$ cat config.mk
export PLATFORM = sky130hd
export DESIGN_NAME = pk_extract
export DESIGN_NICKNAME = d
export VERILOG_FILES = /design/src/rtl/pk_extract.sv
export SDC_FILE = /design/constraint.sdc
export NUM_CORES = 1
export LEC_CHECK = 0
export ABC_AREA = 1
export CORE_MARGIN = 5
export CORE_UTILIZATION = 50
export DETAILED_ROUTE_END_ITERATION = 8
export GPL_ROUTABILITY_DRIVEN = 0
export PLACE_DENSITY = 0.78
export SYNTH_ARGS = -nofsm -noshare
export SYNTH_HDL_FRONTEND = slang
export SYNTH_SLANG_ARGS = --single-unit
$ cat constraint.sdc
create_clock -name clk -period 4 [get_ports clk]
set_input_delay 0.6 -clock clk [delete_from_list [all_inputs] [get_ports clk]]
set_output_delay 0.6 -clock clk [all_outputs]
set_load 0.05 [all_outputs]
$ cat src/rtl/pk_extract.sv
// pk_extract: unload stage of the GF(2^m) systemizer.
// Reads the non-identity column blocks (L/N .. K/N-1) of the systemized
// L x K matrix from the phase memory and streams them row-major over a
// valid/ready interface. A two-credit scheme keeps the 2-entry output FIFO
// from ever overflowing, and a one-cycle done pulse follows the final word.
module pk_extract #(
  parameter int N = 4,
  parameter int M = 1,
  parameter int L = 8,
  parameter int K = 16
) (
  input  logic                     clk,
  input  logic                     rst,
  input  logic                     start,
  output logic                     busy,
  output logic                     done,
  output logic                     rd_en,
  output logic [$clog2(L*K/N)-1:0] rd_addr,
  input  logic [N*M-1:0]           rd_data,
  output logic                     out_valid,
  input  logic                     out_ready,
  output logic [N*M-1:0]           out_data,
  output logic                     out_last
);
  localparam int AW = $clog2(L*K/N);
  localparam int DW = N*M;
  localparam int W  = L*(K-L)/N;
  localparam int CW = $clog2(W+1);
  localparam int BW = $clog2(K/N);
  localparam int RW = $clog2(L+1);

  localparam logic [BW-1:0] FIRST_BLK = BW'(L/N);
  localparam logic [BW-1:0] LAST_BLK  = BW'(K/N-1);
  localparam logic [RW-1:0] LAST_ROW  = RW'(L-1);
  localparam logic [CW-1:0] W_CNT     = CW'(W);

  typedef enum logic [1:0] {
    IDLE  = 2'd0,
    READ  = 2'd1,
    DRAIN = 2'd2
  } state_t;

  state_t          state, state_next;
  logic [BW-1:0]   blk;
  logic [RW-1:0]   row;
  logic [CW-1:0]   issued;
  logic [1:0]      credit;
  logic            rd_pend;
  logic            rd_pend_last;
  logic [DW-1:0]   head_data, tail_data;
  logic            head_last, tail_last;
  logic [1:0]      fifo_count;
  logic            pop;
  logic            final_read;
  logic            done_set;
  logic            launch;

  // The address is derived from the counters; they freeze after the final
  // read, so rd_addr simply holds its last value while rd_en is low.
  assign rd_addr    = AW'(blk) * AW'(L) + AW'(row);
  assign final_read = (row == LAST_ROW) && (blk == LAST_BLK);
  assign out_valid  = (fifo_count != 2'd0);
  assign out_data   = head_data;
  assign out_last   = head_last;
  assign pop        = out_valid && out_ready;
  assign busy       = (state != IDLE);
  assign launch     = (state == IDLE) && start;

  // Next-state and read strobe; a handshake in the same cycle frees a slot,
  // which lets reads continue at full rate even with zero stored credit.
  always_comb begin
    state_next = state;
    rd_en      = 1'b0;
    done_set   = 1'b0;
    unique case (state)
      IDLE: begin
        if (start) state_next = READ;
      end
      READ: begin
        rd_en = (issued < W_CNT) && ((credit != 2'd0) || pop);
        if (rd_en && final_read) state_next = DRAIN;
      end
      DRAIN: begin
        if (pop && head_last) begin
          state_next = IDLE;
          done_set   = 1'b1;
        end
      end
      default: state_next = IDLE;
    endcase
  end

  // State register and the registered completion pulse.
  always_ff @(posedge clk or posedge rst) begin
    if (rst) begin
      state <= IDLE;
      done  <= 1'b0;
    end else begin
      state <= state_next;
      done  <= done_set;
    end
  end

  // Block/row walk, issued-word count and read credits.
  always_ff @(posedge clk or posedge rst) begin
    if (rst) begin
      blk    <= '0;
      row    <= '0;
      issued <= '0;
      credit <= 2'd2;
    end else if (launch) begin
      blk    <= FIRST_BLK;
      row    <= '0;
      issued <= '0;
      credit <= 2'd2;
    end else begin
      if (rd_en) begin
        issued <= issued + CW'(1);
        if (!final_read) begin
          if (blk == LAST_BLK) begin
            blk <= FIRST_BLK;
            row <= row + RW'(1);
          end else begin
            blk <= blk + BW'(1);
          end
        end
      end
      if (rd_en && !pop) credit <= credit - 2'd1;
      else if (!rd_en && pop) credit <= credit + 2'd1;
    end
  end

  // Tracks the read whose data arrives on rd_data in the following cycle.
  always_ff @(posedge clk or posedge rst) begin
    if (rst) begin
      rd_pend      <= 1'b0;
      rd_pend_last <= 1'b0;
    end else begin
      rd_pend      <= rd_en;
      rd_pend_last <= rd_en && final_read;
    end
  end

  // Two-entry output FIFO; the head entry drives the output port directly.
  always_ff @(posedge clk or posedge rst) begin
    if (rst) begin
      head_data  <= '0;
      head_last  <= 1'b0;
      tail_data  <= '0;
      tail_last  <= 1'b0;
      fifo_count <= 2'd0;
    end else if (rd_pend && pop) begin
      if (fifo_count == 2'd2) begin
        head_data <= tail_data;
        head_last <= tail_last;
        tail_data <= rd_data;
        tail_last <= rd_pend_last;
      end else begin
        head_data <= rd_data;
        head_last <= rd_pend_last;
      end
    end else if (rd_pend) begin
      if (fifo_count == 2'd0) begin
        head_data <= rd_data;
        head_last <= rd_pend_last;
      end else begin
        tail_data <= rd_data;
        tail_last <= rd_pend_last;
      end
      fifo_count <= fifo_count + 2'd1;
    end else if (pop) begin
      head_data  <= tail_data;
      head_last  <= tail_last;
      fifo_count <= fifo_count - 2'd1;
    end
  end

endmodule

==> results.json, run 1 <==
{
  "run_status": "completed",
  "netlist_area_um2": 1610,
  "r2r-start": "fifo_count[0]$_DFFE_PP0P_",
  "hold_path_depth": 1,
  "finalCritPeriodShare_pct": 75.4,
  "drt-total-wl_um": 2950,
  "avgSynthCellArea_um2": 8.46,
  "grt_setup_unrepaired": "no",
  "timing.rr.end": "out_last$_DFFE_PP0P_",
  "yosys_warnings": 0,
  "critPathMaxFanout": 5,
  "reg2reg_depth": 9,
  "grt_max_degree": 21,
  "initial_core_util_pct": 52.2,
  "cts_sinks": 30,
  "drtIter0Drc": 52,
  "routedWlPerCell_um": 11.3,
  "powerDensity_nw_per_um2": 920,
  "fin_crit_ns": 3.02,
  "cts_resized": 0,
  "boundaryPins": 22,
  "die_y_um": 66.7,
  "first_pass_iters": 4,
  "synth.distinct_cells": 27,
  "final_hold_viol_count": 0,
  "placed_cells": 252,
  "nFillCells": 296,
  "coreArea_um2": 3080,
  "drc_errors": 0,
  "max_freq_mhz": 331,
  "fin_skew_ns": 0.0159,
  "slew_viol_final": 0,
  "ant_nets": 0,
  "ir_drop_mv": 0.481,
  "regArea_um2": 752,
  "r2r_slack_ns": 2.27,
  "grt_util_all_layers_pct": 15.9,
  "worstPathArrival_ns": 2.42,
  "clk-insertion-delay-late_ns": 0.34,
  "fin_cells": 260,
  "cts_buffers": 5,
  "synth_nets": 202,
  "critPathKind": "in2out",
  "fin_nets": 227,
  "post_cts_buffers": 0,
  "placement.io_buffers": 21,
  "grt_pass1_wl_um": 5260,
  "yosysSeqAreaShare_pct": 46.8,
  "worstSetupEndpointType": "output pin",
  "synth_area_leaders": "dfrtp_1 45%, nand2_1 12%, inv_1 5.6%, nand3_1 5.0%, nor2_1 4.4%",
  "overflow": 0,
  "htree_levels": 2,
  "cts_tree": "done",
  "layout_commonest_cell": "nand2_1",
  "cts.reportedPaths.clkPinSlew_ns": 0.10,
  "syn2layout_area_growth_pct": 19.1,
  "dp_hpwl_um": 2220,
  "synth_seq_cells": 30,
  "diodes": 0,
  "final-setup-viol-count": 0,
  "cts_max_path_buffers": 2,
  "crit_path_start": "out_ready",
  "maxCapViolCount": 0,
  "holdWs_ns": 0.480,
  "required_ns": 3.40,
  "avgViaCountPerCell": 4.80,
  "drive_gt1_share_pct": 11.6,
  "crit_end": "rd_en",
  "synth_top_area_cell": "dfrtp_1",
  "placementRows": 20,
  "postSynthCellCount": 190,
  "multiInputGateArea_um2": 718,
  "slew_headroom_pct": 49.9,
  "chipWidth_um": 66.7,
  "ctsHoldBuffers": 0,
  "grt_pass1_vias": 1205,
  "num_vias": 1248,
  "worst_pin_slew_ns": 0.750,
  "antenna_found_initial": 0,
  "hold_path.class": "reg2reg",
  "setup_tns_ns": 0,
  "dieArea_um2": 4450,
  "clockRootBuffer": "clkbuf_4",
  "layout_common_cells": "52 x nand2_1, 29 x dfrtp_1, 24 x inv_1",
  "power.leakage_nw": 0.967,
  "yosysTopAreaCellShare_pct": 45.1,
  "start_kind": "input pin"
}
worst min-delay path by stage:
| stage | start | end | slack (ns) |
|---|---|---|---|
| after floorplan | state[0]$_DFFE_PP0P_ | done$_DFF_PP0_ | 0.43 |
| after global placement | state[0]$_DFFE_PP0P_ | done$_DFF_PP0_ | 0.45 |
| after detailed placement | out_data[3]$_DFFE_PP0P_ | out_data[3]$_DFFE_PP0P_ | 0.46 |
| after CTS | state[0]$_DFFE_PP0P_ | done$_DFF_PP0_ | 0.48 |
| after global routing | state[0]$_DFFE_PP0P_ | done$_DFF_PP0_ | 0.52 |
| final | state[0]$_DFFE_PP0P_ | done$_DFF_PP0_ | 0.48 |
cell families (layout without fill, tap and decap cells):
group	after synthesis	after routing	share of synthesized area (%)
AOI/OAI and AO/OA	19	19	9.49
xor gates and xnor gates	7	7	3.81
adders and majority gates	4	4	3.11
buffers and inverters	32	58	8.56
DFF	30	30	46.8
and+or+nand+nor	98	98	28.3
Yosys cell counts, drive strengths merged:
cell type / n
dfstp: 1
nand2: 56
o21ai: 7
ha: 4
dfrtp: 29
o211ai: 7
nor4: 1
xor2: 6
nor2: 20
buf: 4
inv: 28
nand4: 3
xnor2: 1
nand3: 18
a21oi: 5
per-layer routing:
| layer | share of wire (%) | track usage [%] | routed length, µm |
|---|---|---|---|
| met1 | 46 | 18.9 | 1350 |
| met2 | 47 | 25.6 | 1390 |
| met3 | 5.3 | 6.07 | 157 |
| met5 | 0 | 0 | 0 |
| met4 | 1.6 | 6.60 | 48 |
layout make-up:
cell class,count,area share (%)
multi-input combinational,128,37.5
tap,44,2.88
timing repair buffer,22,11.4
clock buffer,6,2.68
sequential,30,39.3
inverter,28,5.62
clock inverter,2,0.654
state kept, by name, indices dropped and copies added, names as in the netlist:
signal	count
issued	5
tail_data	4
out_last	1
row	4
fifo_count	2
out_data	4
state	2
blk	2
credit	2
tail_last	1
rd_pend	1
done	1
rd_pend_last	1
worst max-delay path, stage by stage:
cell and delay [ns]:
clkdlybuf4s50_1 0.52, o21ai_4 0.11, nand2_4 0.08, nand3_4 0.10, inv_1 0.16, clkdlybuf4s50_1 0.83
through the flow:
| step | area [µm²] | setup WS [ns] | power, mW | utilization, % |
|---|---|---|---|---|
| 2_1_floorplan | 1610 | 2.04 | 1.35 | - |
| 3_3_place_gp | 1850 | 1.00 | 1.57 | 60.1 |
| 3_5_place_dp | 1850 | 0.978 | 1.59 | 60.1 |
| 4_1_cts | 1910 | 0.971 | 1.79 | 62.2 |
| 5_1_grt | 1910 | 0.885 | 1.92 | 62.2 |
| 6_report | 1910 | 0.983 | 1.76 | 62.2 |
power breakdown:
part           total [mW]  switching (mW)  leakage, nW  internal, mW
clock               0.194           0.110       0.0343        0.0844
combinational        1.03           0.681        0.571         0.353
sequential          0.534          0.0990        0.362         0.435
total                1.76           0.889        0.967         0.872
Power figures use the tool's default switching activity.
==> run 2, diff against run 1 <==
- clock period: 4 -> 3.1 ns (I/O delays scaled with it)
==> results.json, run 2 (synthesis gave the netlist of run 1 again) <==
{
  "run_status": "completed",
  "avgViaCountPerCell": 4.86,
  "critPathMaxFanout": 5,
  "wl_met3_um": 163,
  "layout_commonest_cell": "nand2_1",
  "placement.io_buffers": 21,
  "placementRows": 20,
  "cts_buffers": 5,
  "largest-register": "issued",
  "drt-total-wl_um": 2820,
  "drc_errors": 0,
  "clockRootBuffer": "clkbuf_4",
  "power.leakage_nw": 0.991,
  "dieArea_um2": 4450,
  "hold_start": "state[0]$_DFFE_PP0P_",
  "finalCritPeriodShare_pct": 78.3,
  "final_util_pct": 63.7,
  "worst_pin_slew_ns": 0.506,
  "cts.reportedPaths.clkPinSlew_ns": 0.10,
  "coreArea_um2": 3080,
  "grt_pass1_vias": 1128,
  "powerDensity_nw_per_um2": 1240,
  "regArea_um2": 752,
  "antenna_found_initial": 0,
  "largest_register_ffs": 5,
  "grt_util_all_layers_pct": 14.9,
  "max_freq_mhz": 412,
  "nFillCells": 275,
  "post_cts_buffers": 0,
  "grt_setup_unrepaired": "no",
  "ir_drop_mv": 0.634,
  "hold_path_depth": 1,
  "r2r-start": "fifo_count[0]$_DFFE_PP0P_",
  "final_hold_viol_count": 0,
  "num_vias": 1264,
  "setup_tns_ns": 0,
  "required_ns": 2.63,
  "start_kind": "flop",
  "initial_core_util_pct": 52.2,
  "drtIter0Drc": 46,
  "routedWlPerCell_um": 10.9,
  "overflow": 0,
  "die_y_um": 66.7,
  "chipWidth_um": 66.7,
  "cts_resized": 0,
  "worstPathArrival_ns": 1.96,
  "clk-insertion-delay-late_ns": 0.34,
  "diodes": 0,
  "holdWs_ns": 0.465,
  "drt-met1-wl_um": 1370,
  "hold_path.class": "reg2reg",
  "hold_end": "done$_DFF_PP0_",
  "layout_common_cells": "52 x nand2_1, 29 x dfrtp_1, 24 x inv_1",
  "r2r_slack_ns": 1.37,
  "top_layer": "met4",
  "grt_pass1_wl_um": 4970,
  "worstSetupEndpointType": "output pin",
  "syn2layout_area_growth_pct": 21.9,
  "slew_headroom_pct": 66.2,
  "fin_nets": 227,
  "multiInputGateArea_um2": 718,
  "met2_length_um": 1250,
  "slew_viol_final": 0,
  "final-setup-viol-count": 0,
  "reg2reg_depth": 9,
  "cts_max_path_buffers": 2,
  "fin_skew_ns": 0.0138,
  "ant_nets": 0,
  "boundaryPins": 22,
  "htree_levels": 2,
  "placed_cells": 252,
  "cts_sinks": 30,
  "ctsHoldBuffers": 0,
  "crit_path_start": "blk[0]$_DFFE_PP0P_",
  "drive_gt1_share_pct": 12.0,
  "grt_max_degree": 31,
  "fin_cells": 260,
  "cts_tree": "done",
  "fin_crit_ns": 2.43,
  "timing.rr.end": "out_last$_DFFE_PP0P_",
  "maxCapViolCount": 0,
  "first_pass_iters": 4,
  "critPathKind": "reg2out",
  "dp_hpwl_um": 2090
}
## run 2: cell count changes in the layout (fill, tap and decap cells not counted), sizes merged
cell           delta
bufinv            +2
clkinv            -1
clkinvlp          -1
buf               +1
clkdlybuf4s50     -1
## run 2: power breakdown
part / internal, mW / switching, mW / leakage [nW]
Combinational: 0.452 / 0.872 / 0.571
Clock: 0.273 / 0.142 / 0.0585
Sequential: 0.562 / 0.130 / 0.362
## run 2: worst max-delay path by stage
stage,end,cells after the start,slack (ns)
after floorplan,rd_addr[4],2,1.28
after global placement,rd_en,6,0.98
after detailed placement,rd_en,6,0.95
after CTS,rd_addr[4],3,0.65
after global routing,rd_addr[4],3,0.57
final,rd_addr[4],3,0.67
## run 2: critical path, cell delays in order (launching register included)
cell             delay (ns)
dfrtp_1                0.45
ha_1                   0.23
xor2_1                 0.12
clkdlybuf4s50_1        0.81
## run 2: layout make-up
cell class	instances	share of cell area [%]
multi-input combinational	128	36.7
clock buffer	6	2.62
sequential	30	38.4
inverter	28	5.49
tap	44	2.81
clock inverter	2	3.07
timing repair buffer	22	11.0
## run 2: stage by stage
stage               power (mW)  cell area, µm²  setup WS, ns
finish                    2.43            1960         0.674
global route              2.64            1960         0.572
CTS                       2.46            1960         0.651
detailed placement        2.04            1850         0.946
global placement          2.01            1850         0.976
floorplan                 1.74            1610          1.28
## run 2: routing by layer
layer	vias up	global-route usage [%]
li1	650	-
met1	585	19.3
met2	24	22.2
met3	5	6.24
met4	0	5.33
met5	-	0
==> run 3, diff against run 2 <==
- clock period: 3.1 -> 2.5 ns (I/O delays scaled with it)
==> results.json, run 3 (synthesis gave the netlist of run 1 again) <==
{
  "run_status": "completed",
  "reg2reg_depth": 9,
  "multiInputGateArea_um2": 718,
  "clk-insertion-delay-late_ns": 0.34,
  "final_hold_viol_count": 0,
  "initial_core_util_pct": 52.2,
  "drtIter0Drc": 50,
  "largest-register": "issued",
  "antenna_found_initial": 0,
  "power.leakage_nw": 0.977,
  "dp_hpwl_um": 2260,
  "drive_gt1_share_pct": 12.4,
  "final_util_pct": 62.8,
  "fin_crit_ns": 2.33,
  "post_cts_buffers": 0,
  "setup_tns_ns": 0,
  "finalCritPeriodShare_pct": 93.1,
  "clockRootBuffer": "clkbuf_4",
  "crit_slowest_cell": "clkdlybuf4s50_1",
  "dieArea_um2": 4450,
  "cts_resized": 0,
  "layout_common_cells": "52 x nand2_1, 29 x dfrtp_1, 24 x inv_1",
  "cts_buffers": 5,
  "ir_drop_mv": 0.849,
  "num_vias": 1253,
  "die_y_um": 66.7,
  "cts.reportedPaths.clkPinSlew_ns": 0.10,
  "diodes": 0,
  "worstSetupEndpointType": "output pin",
  "layout_commonest_cell": "nand2_1",
  "overflow": 0,
  "boundaryPins": 22,
  "cts_sinks": 30,
  "final-setup-viol-count": 0,
  "dp_slack_ns": 0.462,
  "ctsHoldBuffers": 0,
  "worst_slack_ns": 0.172,
  "grt_max_degree": 14,
  "grt_pass1_vias": 1224,
  "placementRows": 20,
  "slew_viol_final": 0,
  "ant_nets": 0,
  "drc_errors": 0,
  "drt-total-wl_um": 2900,
  "start_kind": "flop",
  "maxCapViolCount": 0,
  "powerDensity_nw_per_um2": 1470,
  "critPathMaxFanout": 5,
  "fin_skew_ns": 0.0123,
  "critPathKind": "reg2out",
  "worstPathArrival_ns": 1.95,
  "routedWlPerCell_um": 11.1,
  "largest_register_ffs": 5,
  "coreArea_um2": 3080,
  "cp_slowest_stage_delay_ns": 0.82,
  "avgViaCountPerCell": 4.80,
  "nFillCells": 287,
  "fin_cells": 261,
  "grt_setup_unrepaired": "no",
  "first_pass_iters": 4,
  "syn2layout_area_growth_pct": 20.2,
  "cts_max_path_buffers": 2,
  "fin_nets": 228,
  "grt_util_all_layers_pct": 15.4,
  "required_ns": 2.12,
  "slew_headroom_pct": 66.6,
  "cts_tree": "done",
  "placement.io_buffers": 21,
  "grt_pass1_wl_um": 5200,
  "worst_pin_slew_ns": 0.500,
  "hold_path.class": "in2async",
  "placed_cells": 253,
  "path_cells": "ha_1 -> xor2_1 -> clkdlybuf4s50_1",
  "max_freq_mhz": 430,
  "regArea_um2": 752,
  "chipWidth_um": 66.7,
  "htree_levels": 2
}
[run 3: cell types whose count changed in the layout (fill, tap and decap cells not counted)]
cell | previous run | this run
buf_12 | 0 | 1
bufinv_16 | 2 | 0
clkinv_2 | 0 | 1
clkinvlp_4 | 0 | 1
[run 3: metal layers]
| layer | part of all wire [%] | global-route usage, % |
|---|---|---|
| met1 | 43 | 18.9 |
| met2 | 48 | 25.2 |
| met3 | 6.9 | 5.56 |
| met4 | 1.4 | 4.57 |
| met5 | 0 | 0 |
[run 3: final timing paths]
kind                                           start                    end  slack (ns)
hold reg to reg                 state[0]$_DFFE_PP0P_         done$_DFF_PP0_        0.48
setup reg to reg           fifo_count[0]$_DFFE_PP0P_   out_last$_DFFE_PP0P_        0.78
setup / recovery                  blk[0]$_DFFE_PP0P_             rd_addr[4]        0.17
min in group clk                state[0]$_DFFE_PP0P_         done$_DFF_PP0_        0.48
hold / removal                                   rst     row[3]$_DFFE_PP0P_        0.30
max in group asynchronous                        rst  credit[1]$_DFFE_PP1P_        1.61
[run 3: area by class of cell]
type / count / area share, %
Clock inverter: 2 / 0.648
Multi-Input combinational cell: 128 / 37.2
Timing Repair Buffer: 23 / 12.2
Inverter: 28 / 5.57
Clock buffer: 6 / 2.66
Sequential cell: 30 / 38.9
Tap cell: 44 / 2.85
[run 3: where the power goes]
group	leakage, nW	internal [mW]	switching (mW)
clock network	0.0343	0.135	0.177
logic	0.581	0.591	1.09
registers	0.362	0.697	0.159
total	0.977	1.42	1.42
[run 3: metrics by stage]
stage,instance area (µm²),hold WS (ns),power (mW)
3_5_place_dp,1870,0.456,2.57
2_1_floorplan,1610,0.434,2.16
4_1_cts,1930,0.319,2.88
3_3_place_gp,1870,0.450,2.54
5_1_grt,1930,0.338,3.11
6_report,1930,0.304,2.85
[run 3: critical path: cells and delay by family, from the launching register on]
kind       cells  cell delay (ns)
flops          1             0.44
fa+ha+maj      1             0.22
xor+xnor       1             0.13
buf+inv        1             0.82
